### config.mk
export PLATFORM = sky130hd
export DESIGN_NAME = alu_req_fifo
export DESIGN_NICKNAME = d
export VERILOG_FILES = /design/src/rtl/alu_req_fifo.sv
export SDC_FILE = /design/constraint.sdc
export NUM_CORES = 1
export LEC_CHECK = 0
export CAP_MARGIN = 10
export CELL_PAD_IN_SITES_DETAIL_PLACEMENT = 2
export CELL_PAD_IN_SITES_GLOBAL_PLACEMENT = 2
export CORE_MARGIN = 5
export CORE_UTILIZATION = 39
export CTS_CLUSTER_SIZE = 25
export DETAILED_ROUTE_END_ITERATION = 6
export PLACE_DENSITY_LB_ADDON = 0.05
export SETUP_SLACK_MARGIN = 0.15
export SLEW_MARGIN = 20
export SYNTH_ARGS = -nofsm -noshare
export SYNTH_HDL_FRONTEND = slang
export SYNTH_SLANG_ARGS = --single-unit
### constraint.sdc
create_clock -name clk -period 6.11 [get_ports clk]
set_input_delay 0.611 -clock clk [delete_from_list [all_inputs] [get_ports clk]]
set_output_delay 0.611 -clock clk [all_outputs]
set_load 0.02 [all_outputs]
### src/rtl/alu_req_fifo.sv
// Request buffer in front of the ALU: a DEPTH-entry circular FIFO of {a, b, op}.
// The head entry is driven straight to the ALU operand/opcode inputs.
module alu_req_fifo #(
    parameter int DEPTH  = 4,
    parameter int DATA_W = 16,
    parameter int OP_W   = 4
) (
    input  logic                       clk,
    input  logic                       rst,
    input  logic                       flush,
    input  logic                       in_valid,
    output logic                       in_ready,
    input  logic [DATA_W-1:0]          in_a,
    input  logic [DATA_W-1:0]          in_b,
    input  logic [OP_W-1:0]            in_op,
    output logic                       out_valid,
    input  logic                       out_ready,
    output logic [DATA_W-1:0]          a,
    output logic [DATA_W-1:0]          b,
    output logic [OP_W-1:0]            op,
    output logic [$clog2(DEPTH):0]     count
);

    localparam int PTR_W = $clog2(DEPTH);
    localparam int CNT_W = PTR_W + 1;
    localparam logic [CNT_W-1:0] CNT_ONE  = CNT_W'(1);
    localparam logic [CNT_W-1:0] CNT_FULL = CNT_W'(DEPTH);
    localparam logic [PTR_W-1:0] PTR_ONE  = PTR_W'(1);

    logic [DATA_W-1:0] mem_a_r [DEPTH];
    logic [DATA_W-1:0] mem_b_r [DEPTH];
    logic [OP_W-1:0]   mem_op_r[DEPTH];

    logic [PTR_W-1:0]  wp_r;
    logic [PTR_W-1:0]  rp_r;
    logic [CNT_W-1:0]  count_r;
    logic [CNT_W-1:0]  count_nxt_s;
    logic              in_ready_r;
    logic              out_valid_r;
    logic              push_s;
    logic              pop_s;

    assign push_s    = in_valid && in_ready_r;
    assign pop_s     = out_valid_r && out_ready;

    assign in_ready  = in_ready_r;
    assign out_valid = out_valid_r;
    assign count     = count_r;
    assign a         = mem_a_r[rp_r];
    assign b         = mem_b_r[rp_r];
    assign op        = mem_op_r[rp_r];

    // Next occupancy; flush overrides any handshake in the same cycle.
    always_comb begin
        count_nxt_s = count_r;
        if (flush) begin
            count_nxt_s = '0;
        end else if (push_s && !pop_s) begin
            count_nxt_s = count_r + CNT_ONE;
        end else if (pop_s && !push_s) begin
            count_nxt_s = count_r - CNT_ONE;
        end else begin
            count_nxt_s = count_r;
        end
    end

    // Pointers, occupancy and the handshake flags (flags are registered from next occupancy).
    always_ff @(posedge clk or posedge rst) begin
        if (rst) begin
            wp_r        <= '0;
            rp_r        <= '0;
            count_r     <= '0;
            in_ready_r  <= 1'b1;
            out_valid_r <= 1'b0;
        end else begin
            count_r     <= count_nxt_s;
            in_ready_r  <= (count_nxt_s != CNT_FULL);
            out_valid_r <= (count_nxt_s != '0);
            if (flush) begin
                wp_r <= '0;
                rp_r <= '0;
            end else begin
                if (push_s) begin
                    wp_r <= wp_r + PTR_ONE;
                end else begin
                    wp_r <= wp_r;
                end
                if (pop_s) begin
                    rp_r <= rp_r + PTR_ONE;
                end else begin
                    rp_r <= rp_r;
                end
            end
        end
    end

    // Entry storage; a push that coincides with flush is dropped.
    always_ff @(posedge clk or posedge rst) begin
        if (rst) begin
            for (int i = 0; i < DEPTH; i++) begin
                mem_a_r[i]  <= '0;
                mem_b_r[i]  <= '0;
                mem_op_r[i] <= '0;
            end
        end else if (push_s && !flush) begin
            mem_a_r[wp_r]  <= in_a;
            mem_b_r[wp_r]  <= in_b;
            mem_op_r[wp_r] <= in_op;
        end else begin
            mem_a_r[wp_r]  <= mem_a_r[wp_r];
            mem_b_r[wp_r]  <= mem_b_r[wp_r];
            mem_op_r[wp_r] <= mem_op_r[wp_r];
        end
    end

endmodule

==> metrics.md <==
| Metric | Value |
|---|---|
| XOR/XNOR share of the synthesized area | 0.794% |
| Share of post-route cells with drive strength above 1 | between 10% and 20% |
| DRT Wirelength | between 20000 and 25000 µm |
| Fin crit period | 3540 ps |
| Core area | 0.0195 mm² |
| Final Hold Vio Count | 0 |
| Cell taking the most area after synthesis | dfrtp_1 |
| Post-CTS Setup Repair Bufs | 0 |
| Post-synthesis register bit count | 153 |
| Total negative setup slack | 0 ps |
| Reg2reg setup slack | 2970 ps |
| Die Y | 151 µm |
| Status | completed |
| Slew HR | 36.4% |
| ANT cells | 0 |
| WL/cell | about 23 µm |
| Clk Latency, worst-skew pair | 430 ps |
| HP Start | mem_a_r[1] |
| Class of the worst hold path | reg -> reg |
| Clk buf depth | 2 |
| Die width | about 150 µm |
| Worst hold stages | 2 |
| Number of top-level pins | 82 |
| # fillers | 1917 |
| CTS Hold Bufs | 0 |
| Synth cell types | 31 |
| Tcrit/Tclk final | 58.0% |
| # port buffers | 81 |
| Static Leakage | 3.38 nW |
| CP required | 5500 ps |
| Placer congestion estimate | approximately 0.73 |
| RSZ-0062 raised after global routing | no |
| Mux cell area share after synthesis | 26.6% |
| Multi-input gate area | between 0.003 and 0.004 mm² |
| Power Dens Cells | 505 mW/mm² |
| Detail Placement HPWL | 13900 µm |
| Worst Reg-to-Reg Cells | 5 |
| Syn nets | 694 |
| CTS tree | built |
| Post-route ant nets | 0 |
| Worst R2R End | mem_b_r[15] |
| Least-Margin Pin Slew | roughly 950 ps |
| Largest family of logic cells by synthesized area | multiplexers |
| Cells after Synth | 647 |
| Hold slack | about 540 ps |
| Sum of buffers and inverters on the critical path | 2 |
| Cell Rows | 51 |
| Hold EP | mem_a_r[1] |
| CTS Buf Count | 17 |
| DR vias | 5575 |
| Finished Layout Cells | 982 |
| Pin count of the biggest net entering global routing | 90 |
| Setup violations, final | 0 |
| Drt first pass iters | 4 |
| Worst EP arrival | 2930 ps |
| Nets@finish | 751 |
| Compound-gate portion of the synthesized area | 9.96% |
| Register Area | 0.00383 mm² |
| CP max stage delay | roughly 800 ps |
| CP max-delay cell | dfrtp_2 |
| Crit Path Class | reg -> out |
| Synth Area in Adders | less than 1% |
| Final-report max-slew violation count | 0 |
| DRC | 0 |
| Antenna violations before repair | 0 |
| Drt initial violations | 207 |
| Worst-path fanout max | 20 |
| Starting Density | 39.7% |
| Clock sink total | between 150 and 200 |
| Top Family by Delay on Critical Path | buffers and inverters |
| Simple-Gate Fraction of Synth Area | 8.26% |
| Critical R2R Launch | wp_r[0] |
| GR Util All Layers | 21.1% |
| Vias in the first global route | 6533 |
| Post-route clock skew | 10.6 ps |
| Mapped Area | 0.00772 mm² |
| Area grow syn2layout | 19.5% |
| Vias per cell | roughly 5.7 |
| Resized Gates After CTS | 0 |
| Startpoint Class | flip-flop |
| Seq/Total Area, Yosys | 49.6% |
| Peak VDD IR | 0.174 mV |
| Yosys warns | 0 |
| Yosys top cell area share | about half |
| CP Capture Type | output port |
| Max-cap violations | 0 |
| H-tree depth | 4 |
| Root buf cell | clkbuf_16 |
| Die area | 0.0227 mm² |
| Worst path cell trace | buf_4, mux4_2, clkdlybuf4s50_1 |
| Remaining Overflow, GRT | 0 |
| Mapped Avg Cell Area | 11.9 µm² |
| First-pass GRT wire length | 36600 µm |
| Clk pin slew, worst setup/hold paths | 60 ps |
| Area contributors post-synth | dfrtp_1 (49%), mux4_2 (21%), a21oi_1 (9.5%) |
| Placed Cells incl. Taps | 950 |
| Fmax | around 280 MHz |
## registers in the layout (all words and copies together) (netlist names)
signal / flops
in_ready: 1
rp_r: 2
mem_op_r: 16
mem_a_r: 64
wp_r: 2
out_valid: 1
count: 3
mem_b_r: 64
## cell families (layout without fill, tap and decap cells)
kind of cell / Yosys count / count (layout)
buffers and inverters: 58 / 128
flip-flops: 153 / 153
AND/OR/NAND/NOR: 163 / 163
XOR/XNOR: 7 / 7
AO/OA/AOI/OAI: 151 / 151
adder cells (fa/ha/maj): 6 / 6
multiplexers: 109 / 109
## through the flow
stage | util, % | power [W] | area [µm²] | setup WS (ps)
3_5_place_dp | 44.6 | 0.00370 | 8690 | 2800
2_1_floorplan | - | 0.00297 | 7720 | 1380
4_1_cts | 47.4 | 0.00472 | 9230 | 2500
3_3_place_gp | 44.6 | 0.00353 | 8690 | 2940
5_1_grt | 47.4 | 0.00495 | 9230 | 2450
6_report | 47.4 | 0.00466 | 9230 | 2570
## area by class of cell
class,instances,share of cell area (%)
flip-flops and latches,153,41.5
repair buffers,91,9.60
multi-input cells,436,39.1
clock buffers,17,4.61
well taps,265,3.59
clock inverters,15,1.29
inverters,5,0.258
## cells in the mapped netlist
cell type and instances:
a21boi_0 1, or3b_1 1, nor2b_1 1, a311oi_1 1
buf_2 11, a311o_1 1, dfrtp_1 152, nor3_1 1
mux2i_1 31, ha_1 6, buf_1 4, and2_1 1
mux4_2 72, mux2i_4 5, nor4b_1 1, a21oi_1 146
clkbuf_1 29, a211oi_1 1, inv_1 5, mux2_2 1
xnor2_1 4, dfstp_2 1, o21ai_0 1, xor2_1 3
buf_6 4, buf_4 4, nand3_1 2, buf_12 1
nand2_1 6, nor2_4 1, nor2_1 149
## worst max path at each step
stage | start | to | slack [ps] | depth (start not counted)
final | rp_r[0] | b[8] | 2570 | 3
after global routing | rp_r[0] | b[8] | 2450 | 3
after CTS | rp_r[0] | b[8] | 2500 | 3
after detailed placement | flush | mem_b_r[40] | 2800 | 5
after global placement | flush | mem_op_r[10] | 2940 | 5
after floorplan | rst | count[0] | 1380 | 1
## worst reg2reg max path: cells and delay by family (launching register included)
family	cells	cell delay [ps]
buffers and inverters	2	1070
AO/OA/AOI/OAI	1	220
adder cells (fa/ha/maj)	1	600
AND/OR/NAND/NOR	1	160
flip-flops	1	1000
## metal layers
| metal | wire length (µm) | global-route usage [%] | vias to the layer above |
|---|---|---|---|
| met1 | 9540 | 26.4 | 3014 |
| li1 | - | - | 2447 |
| met4 | 273 | 4.94 | 0 |
| met3 | 651 | 3.88 | 22 |
| met2 | 12100 | 38.0 | 92 |
| met5 | 0 | 0 | - |
## cell usage in the layout (no fill, tap or decap), types with 3 or more instances in the layout
master and count:
nor2_1 149, a21oi_1 146, clkinvlp_4 4, mux4_2 72, clkinv_4 5, nand2_1 6
xor2_1 3, inv_1 4, ha_2 4, mux2i_4 5, buf_4 10, xnor2_1 4
dfrtp_1 148, clkbuf_16 17, inv_6 5, dfrtp_2 4, clkdlybuf4s50_1 81, mux2i_1 31
## power breakdown
group          leakage (nW)  switching, W  internal (W)
combinational          1.53      0.000935      0.000927
sequential             1.59      0.000384       0.00143
clock                 0.257      0.000460      0.000526
total                  3.38       0.00178       0.00288
Power figures use the tool's default switching activity.
